File: src/rtl/multu_seq_pkg.sv
// Shared arithmetic definitions for the sequential multiplier.
// Holds the FSM state encoding, the default operand width and the
// MULT/MULTU select values that the instruction decoder also drives.
package multu_seq_pkg;

  // 2-bit state encoding for the multiplier FSM.
  typedef enum logic [1:0] {
    StIdle = 2'd0,
    StRun  = 2'd1,
    StFin  = 2'd2
  } mul_state_e;

  localparam int unsigned DefaultWidth = 32;

  // Value of signed_op for each instruction flavour.
  localparam logic OpMultu = 1'b0;
  localparam logic OpMult  = 1'b1;

endpackage

File: src/rtl/multu_seq_cond_negate.sv
// Conditional two's-complement negation.
// Ports:
//   x_i   - input value
//   neg_i - 1: output ~x_i + 1, 0: pass x_i through
//   y_o   - result, same width as x_i
module multu_seq_cond_negate #(
  parameter int unsigned Width = 32
) (
  input  logic [Width-1:0] x_i,
  input  logic             neg_i,
  output logic [Width-1:0] y_o
);

  assign y_o = neg_i ? (~x_i + Width'(1)) : x_i;

endmodule

File: src/rtl/multu_seq.sv
// Sequential radix-2 shift-add multiplier for MULT/MULTU.
// Operands are reduced to magnitudes at start, multiplied unsigned one bit per
// cycle, and the sign is applied to the full product in the final state.
// State updates on the falling edge of clock; reset is synchronous, active high.
// Ports:
//   clock, reset          - clock (falling edge active) and synchronous reset
//   start                 - begin a multiply; only honoured while idle
//   signed_op             - 1 = MULT (two's complement), 0 = MULTU
//   multiplicand/multiplier - operands, sampled on the start edge only
//   hi, lo                - registered upper/lower halves of the product
//   busy                  - operation in progress
//   done                  - one-cycle pulse when hi/lo have just been written
module multu_seq
  import multu_seq_pkg::*;
#(
  parameter int unsigned WIDTH = DefaultWidth,
  parameter int unsigned CNT_W = 5
) (
  input  logic             clock,
  input  logic             reset,
  input  logic             start,
  input  logic             signed_op,
  input  logic [WIDTH-1:0] multiplicand,
  input  logic [WIDTH-1:0] multiplier,
  output logic [WIDTH-1:0] hi,
  output logic [WIDTH-1:0] lo,
  output logic             busy,
  output logic             done
);

  mul_state_e state_q, state_d;
  logic [WIDTH-1:0] mag_a_q, mag_a_d;
  logic [WIDTH-1:0] mag_b_q, mag_b_d;
  logic [WIDTH-1:0] acc_q, acc_d;
  logic [CNT_W-1:0] count_q, count_d;
  logic             neg_q, neg_d;
  logic [WIDTH-1:0] hi_q, hi_d;
  logic [WIDTH-1:0] lo_q, lo_d;
  logic             done_q, done_d;

  logic             is_signed;
  logic             a_msb, b_msb;
  logic [WIDTH-1:0] abs_a, abs_b;
  logic [WIDTH:0]   sum;
  logic [2*WIDTH-1:0] prod;

  assign is_signed = (signed_op == OpMult);
  assign a_msb     = multiplicand[WIDTH-1];
  assign b_msb     = multiplier[WIDTH-1];

  // |x| of the most negative value wraps back to itself, which is the correct
  // unsigned magnitude, so no special case is needed.
  multu_seq_cond_negate #(
    .Width(WIDTH)
  ) u_abs_a (
    .x_i  (multiplicand),
    .neg_i(is_signed & a_msb),
    .y_o  (abs_a)
  );

  multu_seq_cond_negate #(
    .Width(WIDTH)
  ) u_abs_b (
    .x_i  (multiplier),
    .neg_i(is_signed & b_msb),
    .y_o  (abs_b)
  );

  multu_seq_cond_negate #(
    .Width(2 * WIDTH)
  ) u_prod_neg (
    .x_i  ({acc_q, mag_b_q}),
    .neg_i(neg_q),
    .y_o  (prod)
  );

  // One extra bit so the adder carry lands in acc on the shift.
  assign sum = {1'b0, acc_q} + (mag_b_q[0] ? {1'b0, mag_a_q} : '0);

  always_comb begin
    state_d = state_q;
    mag_a_d = mag_a_q;
    mag_b_d = mag_b_q;
    acc_d   = acc_q;
    count_d = count_q;
    neg_d   = neg_q;
    hi_d    = hi_q;
    lo_d    = lo_q;
    done_d  = 1'b0;

    unique case (state_q)
      StIdle: begin
        if (start) begin
          state_d = StRun;
          mag_a_d = abs_a;
          mag_b_d = abs_b;
          acc_d   = '0;
          count_d = '0;
          // Zero operands force a positive result so no sign is applied.
          neg_d   = is_signed & (a_msb ^ b_msb) & (|multiplicand) & (|multiplier);
        end
      end
      StRun: begin
        // {acc, mag_b} <= {sum, mag_b} >> 1; consumed multiplier bits fall out
        // of mag_b while product bits enter from the top.
        acc_d   = sum[WIDTH:1];
        mag_b_d = {sum[0], mag_b_q[WIDTH-1:1]};
        count_d = count_q + CNT_W'(1);
        if (count_q == CNT_W'(WIDTH - 1)) begin
          state_d = StFin;
        end
      end
      StFin: begin
        hi_d    = prod[2*WIDTH-1:WIDTH];
        lo_d    = prod[WIDTH-1:0];
        done_d  = 1'b1;
        state_d = StIdle;
      end
      default: state_d = StIdle;
    endcase
  end

  always_ff @(negedge clock) begin
    if (reset) begin
      state_q <= StIdle;
      mag_a_q <= '0;
      mag_b_q <= '0;
      acc_q   <= '0;
      count_q <= '0;
      neg_q   <= 1'b0;
      hi_q    <= '0;
      lo_q    <= '0;
      done_q  <= 1'b0;
    end else begin
      state_q <= state_d;
      mag_a_q <= mag_a_d;
      mag_b_q <= mag_b_d;
      acc_q   <= acc_d;
      count_q <= count_d;
      neg_q   <= neg_d;
      hi_q    <= hi_d;
      lo_q    <= lo_d;
      done_q  <= done_d;
    end
  end

  assign busy = (state_q != StIdle);
  assign done = done_q;
  assign hi   = hi_q;
  assign lo   = lo_q;

endmodule

File: config.mk
export PLATFORM = sky130hd
export DESIGN_NAME = multu_seq
export DESIGN_NICKNAME = d
export VERILOG_FILES = /design/src/rtl/multu_seq_pkg.sv /design/src/rtl/multu_seq_cond_negate.sv /design/src/rtl/multu_seq.sv
export SDC_FILE = /design/constraint.sdc
export NUM_CORES = 1
export LEC_CHECK = 0
export BUFFER_PORTS_ARGS = -buffer_cell sky130_fd_sc_hd__buf_2
export CAP_MARGIN = 10
export CORE_MARGIN = 5
export CORE_UTILIZATION = 35
export CTS_CLUSTER_DIAMETER = 60
export DETAILED_ROUTE_END_ITERATION = 8
export PLACE_DENSITY = 0.55
export SETUP_SLACK_MARGIN = 0.1
export SYNTH_ARGS = -nofsm -noshare
export SYNTH_HDL_FRONTEND = slang
export SYNTH_SLANG_ARGS = --single-unit
File: constraint.sdc
create_clock -name clock -period 9.5 [get_ports clock]
set_input_delay 1.9 -clock clock [delete_from_list [all_inputs] [get_ports clock]]
set_output_delay 1.9 -clock clock [all_outputs]
set_load 0.05 [all_outputs]
After elaboration in Yosys (flattened, before gate mapping)
Index checks and enable logic that the tools add are counted.
{"block": "totals", "n_memories": 0, "out_inout_bits": 66, "ram_bits": 0, "input_bits": 68, "regBits": 169, "rom_bits": 0, "latchBits": 0, "wordCells": 50}
{"block": "op_classes", "eq_ne": 5, "n_shift": 0, "reduce_logical": 8, "div_mod_pow": 0, "addsub": 5, "n_mul": 0, "n_mux": 14, "n_bitwise": 9, "magnitude_cmp": 0}
{"cell": "2-to-1 mux 32 bit", "count": 5}
{"cell": "case mux 32 bit (2 select lines)", "count": 2}
{"cell": "adder 32 x 1 -> 32 bit (second input constant)", "count": 2}
{"cell": "adder 64 x 1 -> 64 bit (second input constant)", "count": 1}
{"cell": "2-to-1 mux 64 bit", "count": 1}
{"cell": "inverter 32 bit", "count": 2}
{"cell": "inverter 64 bit", "count": 1}
{"cell": "OR reduction 32 bit", "count": 2}
{"cell": "adder 32 x 32 -> 33 bit", "count": 1}
{"cell": "case mux 5 bit (2 select lines)", "count": 1}
{"cell": "AND reduction 2 bit", "count": 3}
{"cell": "adder 5 x 1 -> 5 bit (second input constant)", "count": 1}
{"cell": "bitwise AND 1 bit", "count": 5}
{"cell": "== test 5 bit (second input constant)", "count": 1}
{"cell": "2-to-1 mux 5 bit", "count": 1}
{"cell": "2-to-1 mux 2 bit", "count": 2}
{"cell": "!= test 2 bit (second input constant)", "count": 2}
{"cell": "case mux 2 bit (2 select lines)", "count": 1}
{"cell": "nonzero test 2 bit", "count": 2}
{"cell": "== test 2 x 1 -> 1 bit (second input constant)", "count": 1}
{"cell": "== test 2 bit (second input constant)", "count": 1}
{"cell": "logical NOT 2 bit", "count": 1}
{"cell": "2-to-1 mux 1 bit", "count": 1}
{"cell": "XOR 1 bit", "count": 1}

Depth between registers and ports, before layout
Gate-level depths: netlist of the first run.
{"block": "logic_depth", "depth_word": 5, "mapped_depth": 13, "depth_no_buf": 12}

By module
Synthesis of the first run repeated with hierarchy kept, for this count alone.
{"block": "unflattened", "cells_unflattened": 1420, "area_unflattened_um2": 11212.0}
{"mod": "multu_seq", "cells_each": 1016, "n_inst": 1, "area_per_inst_um2": 8008.9, "seq_area_each_um2": 3383.2}
{"mod": "multu_seq_cond_negate (u_prod_neg)", "cells_each": 206, "n_inst": 1, "area_per_inst_um2": 1649.1, "seq_area_each_um2": 0.0}
{"mod": "multu_seq_cond_negate (u_abs_a ...)", "cells_each": 99, "n_inst": 2, "area_per_inst_um2": 777.0, "seq_area_each_um2": 0.0}

==> metrics.md, run 1 <==
| Metric | Value |
|---|---|
| Crit end category | `register` |
| CTS root buf | `clkbuf_16` |
| CP Data Arrival Time | `4.35 ns` |
| Yosys warns | `0` |
| FFs w/ async S/R, synth | `0` |
| Clock Latency Late Sink | `0.46 ns` |
| Avg Cell Area, Syn | `around 7.9 µm²` |
| Final setup viols | `0` |
| Overall Power | `around 0.002 W` |
| Vias after detailed routing | `approximately 10k` |
| Delay-heaviest family, CP | `simple AND/OR/NAND/NOR gates` |
| Post-synth EDFFs | `0` |
| Synthesized flop and latch total | `approximately 170` |
| Dpl cells | `1,760` |
| Post-synth top area cell | `dfxtp_1` |
| Core Rows | `62` |
| Port Buffers | `roughly 130` |
| Overflow after GRT | `0` |
| Register area share after synthesis | `0.3283` |
| Starting Density | `0.3571` |
| Vias in the first global route | `9,899` |
| Hold Path Sink | `hi[19]` |
| Final wirelength | `30.87 mm` |
| DRC Markers | `0` |
| Iter 0 DRT Violations | `around 600` |
| CTS buffer count | `17` |
| First-pass GRT wire length | `50.00 mm` |
| Worst-case clock buffer depth | `2` |
| HPWL Detailed | `approximately 23 mm` |
| DP Area | `about 0.011 mm²` |
| Startpoint type of the worst setup path | `input port` |
| Final Non-Filler Cells | `just under 2k` |
| Status | `finished, final reports clean` |
| DP Worst Slack | `0.3487 ns` |
| Antenna cell count | `0` |
| Area delta synth->final | `21.11%` |
| CTS resizes | `0` |
| Share of layout cells above drive strength 1 | `0.1358` |
| Largest net degree at the start of global routing | `between 80 and 90` |
| Hold path start | `hi[19]` |
| Worst setup slack after layout | `0.7737 ns` |
| Slew @ Worst Pin | `about 1.2 ns` |
| RSZ-0062 raised after global routing | `no` |
| Worst VDD drop | `approximately 0.00012 V` |
| Req. time, crit path | `5.12 ns` |
| Yosys cell types | `68` |
| Final Skew | `about 0.015 ns` |
| Top area cells in the synthesized netlist | `dfxtp_1, xor2_1, nand2_1, o21ai_0, ha_1` |
| Synth Flop Type | `dfxtp_1` |
| Fillers | `3,077` |
| Avg WL per Cell | `approximately 16 µm` |
| Initial antenna violation count | `0` |
| Crit path kind | `in2reg` |
| Hold_buf cts | `0` |
| Setup bufs post-CTS | `0` |
| H-tree lvl count | `4` |
| Commonest non-fill, non-tap cell in the layout | `inv_1` |
| Reg-to-reg endpoint | `hi[18]` |
| Die area | `approximately 0.033 mm²` |
| Post-synthesis cell count | `approximately 1.3k` |
| Hold Crit Class | `reg2reg` |
| CP max stage delay | `~0.60 ns` |
| GRT Overall Usage | `0.1836` |
| Max-slew violations | `0` |
| CTS Sinks | `~170` |
| CP Max Fanout | `4` |
| DIE WIDTH | `181.6 µm` |
| Most frequent cells in the layout | `inv_1, dfxtp_1, nand2_1` |
| Reg2Reg Depth | `10` |
| Vias per inst | `just over 5` |
| Post-DRT Antenna Nets | `0` |
| TNS Setup | `0 ns` |
| Leak Pwr | `5.546 nW` |
| Power Dens Cells | `approximately 160 mW/mm²` |
| Max cap viols | `0` |
| Initial DRT Pass Iterations | `5` |
| Design area | `around 0.012 mm²` |
| Max_slew headroom | `0.2095` |
| Syn Nets | `around 1.4k` |
| CP cell instances | `buf_2 -> or4_1 -> nor4b_1 -> nor4b_1 -> nand2_1 -> o31ai_1 -> xnor2_1 -> nand2_1 -> a21oi_1` |
| Nets | `1,669` |
| Io pins | `134` |
| Routability Congestion | `~0.87` |
| Reg2Reg Setup Slack | `approximately 5.8 ns` |
| Reg2reg start | `mag_b_q[0]` |
| Buf/Inv on CP | `1` |
| Final hold vios | `0` |
| Clock-pin slew on the worst setup and hold paths | `about 0.030 ns` |
| Die H | `between 150 and 200 µm` |
| Mapped Area | `0.01030 mm²` |
| Core ar. | `0.02886 mm²` |
| TritonCTS clock tree | `built` |
| Slowest cell on crit path | `or4_1` |
| Top cell type's share of synthesized area | `0.3283` |
| Hold Path Stages | `2` |
routing by layer:
metal,vias to the layer above,GRT usage,part of all wire
li1,5232,-,-
met1,4624,0.2731,0.54
met2,260,0.2424,0.40
met3,30,0.06042,0.052
met4,0,0.06815,0.011
met5,-,0,0
how the worst max path moves through the flow:
stage | start | to | cells past startpoint
global route | multiplier[4] | mag_b_q[29] | 9
global placement | multiplier[4] | mag_b_q[27] | 9
CTS | multiplicand[16] | mag_a_q[29] | 9
detailed placement | multiplicand[16] | mag_a_q[29] | 9
floorplan | multiplicand[8] | mag_a_q[17] | 6
finish | multiplicand[16] | mag_a_q[29] | 9
registers in the layout, summed over array words and instances, names as in the netlist:
| register | flops |
|---|---|
| mag_a_q | 32 |
| acc_q | 32 |
| state_q | 2 |
| mag_b_q | 32 |
| done | 1 |
| hi | 32 |
| count_q | 5 |
| lo | 32 |
| neg_q | 1 |
synth_stat cells (23+ instances only):
cell	n
dfxtp_1	169
a211oi_1	58
a22oi_1	25
ha_1	37
nand2_1	155
nand3_1	30
and2_1	34
inv_1	24
nor3_1	25
o21ai_0	107
a21oi_1	92
xnor2_1	42
nor2_1	103
xor2_1	95
or3_1	23
clkbuf_1	67
o31ai_1	29
metrics by stage:
step	util	hold slack [ns]
final	0.4325	0.4352
after detailed placement	0.3892	0.4348
after global placement	0.3892	0.4325
after floorplan	-	0.4273
after CTS	0.4325	0.4397
after global routing	0.4325	0.4625
cells by family after synthesis:
group | share of synthesized area
adder cells (fa/ha/maj) | 0.04687
AND/OR/NAND/NOR | 0.2207
flip-flops | 0.3283
XOR/XNOR | 0.1164
AO/OA/AOI/OAI | 0.2448
buffers and inverters | 0.04092
multiplexers | 0.001943
tightest hold or removal path, stage by stage, from the launching register on:
cell	delay, ns
dfxtp_1	0.30
nand2_1	0.05
o21ai_1	0.05
layout make-up:
cell class	instances	area, µm²	share of cell area
clock buffers	17	425.4	0.03409
flip-flops and latches	169	3385	0.2712
well taps	384	480.5	0.03850
clock inverters	184	827.0	0.06627
inverters	23	86.33	0.006917
multi-input cells	1037	6511	0.5217
repair buffers	146	765.7	0.06135
power breakdown:
group | switching [W] | internal [W] | leakage, nW
registers | 0.0000362 | 0.000742 | 1.37
clock network | 0.000495 | 0.000516 | 1.20
logic | 0.000155 | 0.0000977 | 2.97
Note: power is estimated with default switching activity, not from simulation.
==> inputs of run 2 (changes only) <==
CORE_MARGIN = default   (was 5)
RECOVER_POWER = 100   (was default)
==> run 2 against run 1 <==
  * The flow now finishes with violations (max-capacitance violations, max-slew violations)
  * Combinational power about the same
  * Clock power fell by 7%
  * Via count is 0.59% higher
  * Power shrank 3.8%
  * Wire length is 0.56% lower
  * Clock-buffer cell count did not move
  * Sequential share of layout area rose by 0.39 points
==> metrics.md, run 2 (synthesis gave the netlist of run 1 again) <==
| Metric | Value |
|---|---|
| Dpl cells | `~1.8k` |
| CP cell instances | `buf_4 -> clkbuf_1 -> o22ai_1` |
| Clock-pin slew on the worst setup and hold paths | `~0.04 ns` |
| Die area | `between 0.03 and 0.04 mm²` |
| Core Rows | `slightly above 60` |
| Startpoint type of the worst setup path | `input port` |
| Max-slew violations | `96` |
| First-pass GRT wire length | `49.06 mm` |
| Failing checks | `max-capacitance violations, max-slew violations` |
| Vias per inst | `5.204` |
| Vias after detailed routing | `10.21k` |
| Leak Pwr | `between 5 and 6 nW` |
| DIE WIDTH | `around 170 µm` |
| CP max stage delay | `~1.8 ns` |
| Core ar. | `0.02886 mm²` |
| Delay-heaviest family, CP | `buffers and inverters` |
| Status | `complete, but fails checks` |
| Most frequent cells in the layout | `inv_1, dfxtp_1, nand2_1` |
| Initial antenna violation count | `0` |
| Clock Latency Late Sink | `~0.47 ns` |
| Worst-case clock buffer depth | `2` |
| Final Skew | `0.02334 ns` |
| DRC Markers | `0` |
| Port Buffers | `between 100 and 150` |
| Commonest non-fill, non-tap cell in the layout | `inv_1` |
| GRT Overall Usage | `0.2022` |
| CTS root buf | `clkbuf_16` |
| Max_slew headroom | `-0.6607` |
| Nets | `between 1.5k and 2k` |
| TritonCTS clock tree | `built` |
| Req. time, crit path | `around 5 ns` |
| Avg WL per Cell | `around 16 µm` |
| HPWL Detailed | `approximately 23 mm` |
| Crit end category | `register` |
| Overflow after GRT | `0` |
| CP Data Arrival Time | `4.34 ns` |
| Post-DRT Antenna Nets | `0` |
| TNS Setup | `0 ns` |
| Final setup viols | `0` |
| Vias in the first global route | `9,719` |
| CTS resizes | `0` |
| Final hold vios | `0` |
| H-tree lvl count | `4` |
| Io pins | `~130` |
| Starting Density | `0.3571` |
| CTS buffer count | `17` |
| Routability Congestion | `0.8863` |
| Slowest cell on crit path | `clkbuf_1` |
| Largest net degree at the start of global routing | `74` |
| Initial DRT Pass Iterations | `6` |
| Slew @ Worst Pin | `between 2 and 2.5 ns` |
| Die H | `between 150 and 200 µm` |
| Final Non-Filler Cells | `between 1.5k and 2k` |
| CTS Sinks | `169` |
| Crit path kind | `in2reg` |
| Hold Crit Class | `reg2reg` |
| Area delta synth->final | `19.39%` |
| Final wirelength | `slightly above 30 mm` |
| RSZ-0062 raised after global routing | `no` |
| Hold_buf cts | `0` |
| Share of layout cells above drive strength 1 | `0.08624` |
| Buf/Inv on CP | `2` |
| Max cap viols | `2` |
| CP Max Fanout | `55` |
| Iter 0 DRT Violations | `between 500 and 600` |
| Setup bufs post-CTS | `0` |
| Power Dens Cells | `159.6 mW/mm²` |
| Antenna cell count | `0` |
| Worst VDD drop | `0.0001109 V` |
run 2: worst paths after layout:
check	end	from	slack, ns	depth (start not counted)
setup / recovery	mag_b_q[22]	reset	0.64	3
hold reg to reg	hi[8]	hi[8]	0.44	2
setup reg to reg	acc_q[31]	mag_b_q[0]	5.63	13
hold / removal	hi[8]	hi[8]	0.44	2
run 2: worst min-delay path, delay by kind of cell, from the launching register on:
| family | cells | cell delay [ns] |
|---|---|---|
| and+or+nand+nor | 1 | 0.04 |
| DFF | 1 | 0.31 |
| AOI/OAI and AO/OA | 1 | 0.05 |
run 2: report_power, final:
group / switching [W] / internal, W / leakage, nW
registers: 0.0000326 / 0.000742 / 1.37
clock network: 0.000500 / 0.000435 / 1.17
logic: 0.000158 / 0.0000963 / 2.65
run 2: cell type report:
type / count / area [µm²]
Fill cell: 3128 / 16550
Multi-Input combinational cell: 1037 / 6510
Sequential cell: 169 / 3385
Clock inverter: 184 / 754.5
Timing Repair Buffer: 147 / 661.9
Tap cell: 384 / 480.5
Clock buffer: 17 / 425.4
Inverter: 23 / 86.33
run 2: metal layers:
layer | global-route usage | vias to the layer above | routed length, µm
met5 | 0 | - | 0
met4 | 0.08735 | 0 | 238
met2 | 0.2744 | 275 | 12810
li1 | - | 5246 | -
met1 | 0.2907 | 4665 | 15850
met3 | 0.06118 | 20 | 1800
run 2: through the flow:
stage	cell area, µm²	total power (W)	util	hold WS (ns)	setup WS [ns]
3_5_place_dp	11240	0.001147	0.3895	0.4375	0.3368
6_report	12300	0.001964	0.4263	0.4445	0.6393
3_3_place_gp	11240	0.001144	0.3895	0.4312	0.4048
4_1_cts	12420	0.002011	0.4302	0.4445	0.7863
5_1_grt	12300	0.002125	0.4263	0.4725	0.4295
2_1_floorplan	10300	0.001062	-	0.4273	0.7047
==> inputs of run 3 (changes only) <==
ABC_AREA = 1   (was default)
PLACE_DENSITY = 0.54   (was 0.55)
==> run 3 against run 2 <==
  * The run ends with design-rule violations, max-capacitance violations, max-slew violations left
  * Final cell count increased by 51%
  * Critical path depth increased by 5
  * Sequential power increased by 2%
  * Combinational power increased by 37%
  * Global-route usage increased by 3.2 points
  * Non-clock buffer count decreased by 2
  * Design area increased by 22%
  * Sequential share of layout area decreased by 4.9 points
  * Wire length increased by 42%
  * First-iteration DRC count increased by 77%
  * Utilization decreased by 0.69 points
  * Clock-buffer cell count unchanged
  * Largest power group unchanged
==> metrics.md, run 3 <==
| Metric | Value |
|---|---|
| Synthesized flop and latch total | `around 170` |
| Vias per inst | `4.999` |
| FFs w/ async S/R, synth | `0` |
| Setup bufs post-CTS | `0` |
| Worst-case clock buffer depth | `2` |
| Reg2Reg Setup Slack | `~6.4 ns` |
| Fillers | `~4.0k` |
| CP Data Arrival Time | `around 4.3 ns` |
| Status | `complete, but fails checks` |
| Max cap viols | `1` |
| Antenna cell count | `0` |
| CTS Sinks | `around 170` |
| Crit end category | `register` |
| CTS buffer count | `17` |
| Slew @ Worst Pin | `approximately 1.6 ns` |
| Core ar. | `between 0.03 and 0.04 mm²` |
| Final Skew | `0.02552 ns` |
| Avg Cell Area, Syn | `roughly 5.8 µm²` |
| Mapped Area | `0.01280 mm²` |
| Die area | `0.03733 mm²` |
| Max-slew violations | `71` |
| Most frequent cells after synthesis | `nand2_1, inv_1, nor2_1, nand3_1, dfxtp_1` |
| Core Rows | `slightly below 70` |
| DP Area | `0.01386 mm²` |
| Io pins | `between 100 and 150` |
| Nets | `~2.6k` |
| Starting Density | `0.3580` |
| CTS root buf | `clkbuf_16` |
| Leak Pwr | `a little over 8 nW` |
| Syn Nets | `2,327` |
| TNS Setup | `0 ns` |
| Slowest cell on crit path | `nor2_1` |
| Avg WL per Cell | `between 10 and 15 µm` |
| Routability Congestion | `just over 0.9` |
| TritonCTS clock tree | `built` |
| Vias after detailed routing | `between 10k and 15k` |
| Hold path start | `count_q[0]` |
| Yosys warns | `0` |
| DIE WIDTH | `just under 200 µm` |
| Startpoint type of the worst setup path | `input port` |
| Clock Latency Late Sink | `approximately 0.49 ns` |
| Final setup viols | `0` |
| CP cell instances | `buf_2 -> nand2_1 -> buf_4 -> inv_1 -> nor2_1 -> buf_4 -> a22oi_1 -> a21oi_1` |
| Initial DRT Pass Iterations | `9` |
| Hold_buf cts | `0` |
| Post-synth top area cell | `dfxtp_1` |
| Final hold vios | `0` |
| Initial antenna violation count | `0` |
| Area delta synth->final | `17.16%` |
| CP Launch Point | `start` |
| RSZ-0062 raised after global routing | `no` |
| Commonest non-fill, non-tap cell in the layout | `nand2_1` |
| Top cell type's share of synthesized area | `0.2644` |
| Crit path kind | `in2reg` |
| Port Buffers | `around 130` |
| Final wirelength | `~44 mm` |
| Leading cell type by number of instances after synthesis | `nand2_1` |
| Critical Path Most Common Cell | `buf_4` |
| Overflow after GRT | `0` |
| Top area cells in the synthesized netlist | `dfxtp_1, nand2_1, inv_1, nor2_1, nand3_1` |
| Hold Crit Class | `reg2reg` |
| H-tree lvl count | `4` |
| Max_slew headroom | `-0.08206` |
| Die H | `193.2 µm` |
| CP max stage delay | `~0.89 ns` |
| Req. time, crit path | `between 5 and 6 ns` |
| Yosys cell types | `between 40 and 50` |
| CTS resizes | `0` |
| Reg2reg start | `mag_b_q[0]` |
| Buf/Inv on CP | `4` |
| Post-synthesis cell count | `2,221` |
| Hold Path Stages | `1` |
| Synth Flop Type | `dfxtp_1` |
| Worst VDD drop | `around 0.00011 V` |
| Hold Path Sink | `count_q[0]` |
| Delay-heaviest family, CP | `buffers and inverters` |
| Reg2Reg Depth | `15` |
| HPWL Detailed | `about 34 mm` |
| Vias in the first global route | `about 14k` |
| CP Max Fanout | `28` |
| First-pass GRT wire length | `70.24 mm` |
| Hold_ws | `0.4930 ns` |
| Reg-to-reg endpoint | `acc_q[27]` |
| Register area share after synthesis | `0.2644` |
| Iter 0 DRT Violations | `roughly 1.0k` |
| Largest net degree at the start of global routing | `121` |
| Share of layout cells above drive strength 1 | `0.06140` |
| GRT Overall Usage | `0.2341` |
| Power Dens Cells | `between 100 and 150 mW/mm²` |
| Design area | `roughly 0.015 mm²` |
| Post-DRT Antenna Nets | `0` |
| Clock-pin slew on the worst setup and hold paths | `0.04 ns` |
| Failing checks | `design-rule violations, max-capacitance violations, max-slew violations` |
| Most frequent cells in the layout | `nand2_1, inv_1, nor2_1` |
| Post-synth EDFFs | `0` |
| DRC Markers | `2` |
-- run 3: cell count changes in the layout (fill, tap and decap cells not counted), moves of 58 or more --
cell and delta:
nor2_1 +214, xor2_1 -67, inv_1 +311, a211oi_1 -58, nand3_1 +148, nand2_1 +479
-- run 3: where the power goes --
part | internal [W] | leakage, nW | total (W) | switching [W]
registers | 0.000741 | 1.38 | 0.000786 | 0.0000442
logic | 0.000111 | 5.64 | 0.000348 | 0.000237
clock network | 0.000495 | 1.20 | 0.00101 | 0.000520
-- run 3: worst max-delay path by stage --
stage	to	cells after the start
6_report	mag_b_q[16]	8
5_1_grt	mag_b_q[16]	8
4_1_cts	mag_a_q[7]	8
3_5_place_dp	mag_a_q[7]	8
3_3_place_gp	mag_a_q[7]	8
2_1_floorplan	mag_a_q[16]	10
-- run 3: cells by family (layout without fill, tap and decap cells) --
family          Yosys count  after routing  synth area share
fa+ha+maj                38             38           0.03774
simple gates           1219           1219            0.3970
compound gates          348            348            0.1534
flops                   169            169            0.2644
buf+inv                 413            684            0.1243
xor+xnor                 34             34           0.02327
-- run 3: area by class of cell --
type | instances | area [µm²] | share of cell area
multi-input combinational | 1639 | 7829 | 0.5222
sequential | 169 | 3385 | 0.2257
inverter | 338 | 1271 | 0.08479
clock inverter | 184 | 828.3 | 0.05525
timing repair buffer | 145 | 678.2 | 0.04523
tap | 461 | 576.8 | 0.03847
clock buffer | 17 | 425.4 | 0.02837
-- run 3: worst reg2reg max path: stages, from the launching register on --
cell and delay (ns):
dfxtp_1 1.00, nand2_1 0.14, inv_1 0.09, ha_1 0.19
inv_1 0.06, fa_1 0.40, inv_1 0.14, nand3_1 0.08
nand3_1 0.18, nand3_1 0.11, nand3_1 0.17, nand2_1 0.10
nand2_1 0.08, nand2_1 0.05, nand3_1 0.08, a21oi_1 0.08
-- run 3: metal layers --
metal / wire length [µm] / track usage / part of all wire / up-vias
met5: 0 / 0 / 0 / -
met4: 742 / 0.09185 / 0.017 / 0
met3: 2723 / 0.05370 / 0.062 / 48
met2: 18640 / 0.3402 / 0.43 / 473
met1: 21610 / 0.3320 / 0.49 / 6670
li1: - / - / - / 7571
-- run 3: per-stage QoR --
stage	util	total power, W	std cells	setup WS, ns
final	0.4195	0.002148	2953	0.8452
after global routing	0.4195	0.002314	2953	0.6828
after CTS	0.4227	0.002190	2953	1.505
after detailed placement	0.3877	0.001248	2753	1.011
after global placement	0.3877	0.001245	2753	1.041
after floorplan	-	0.001135	2221	1.581
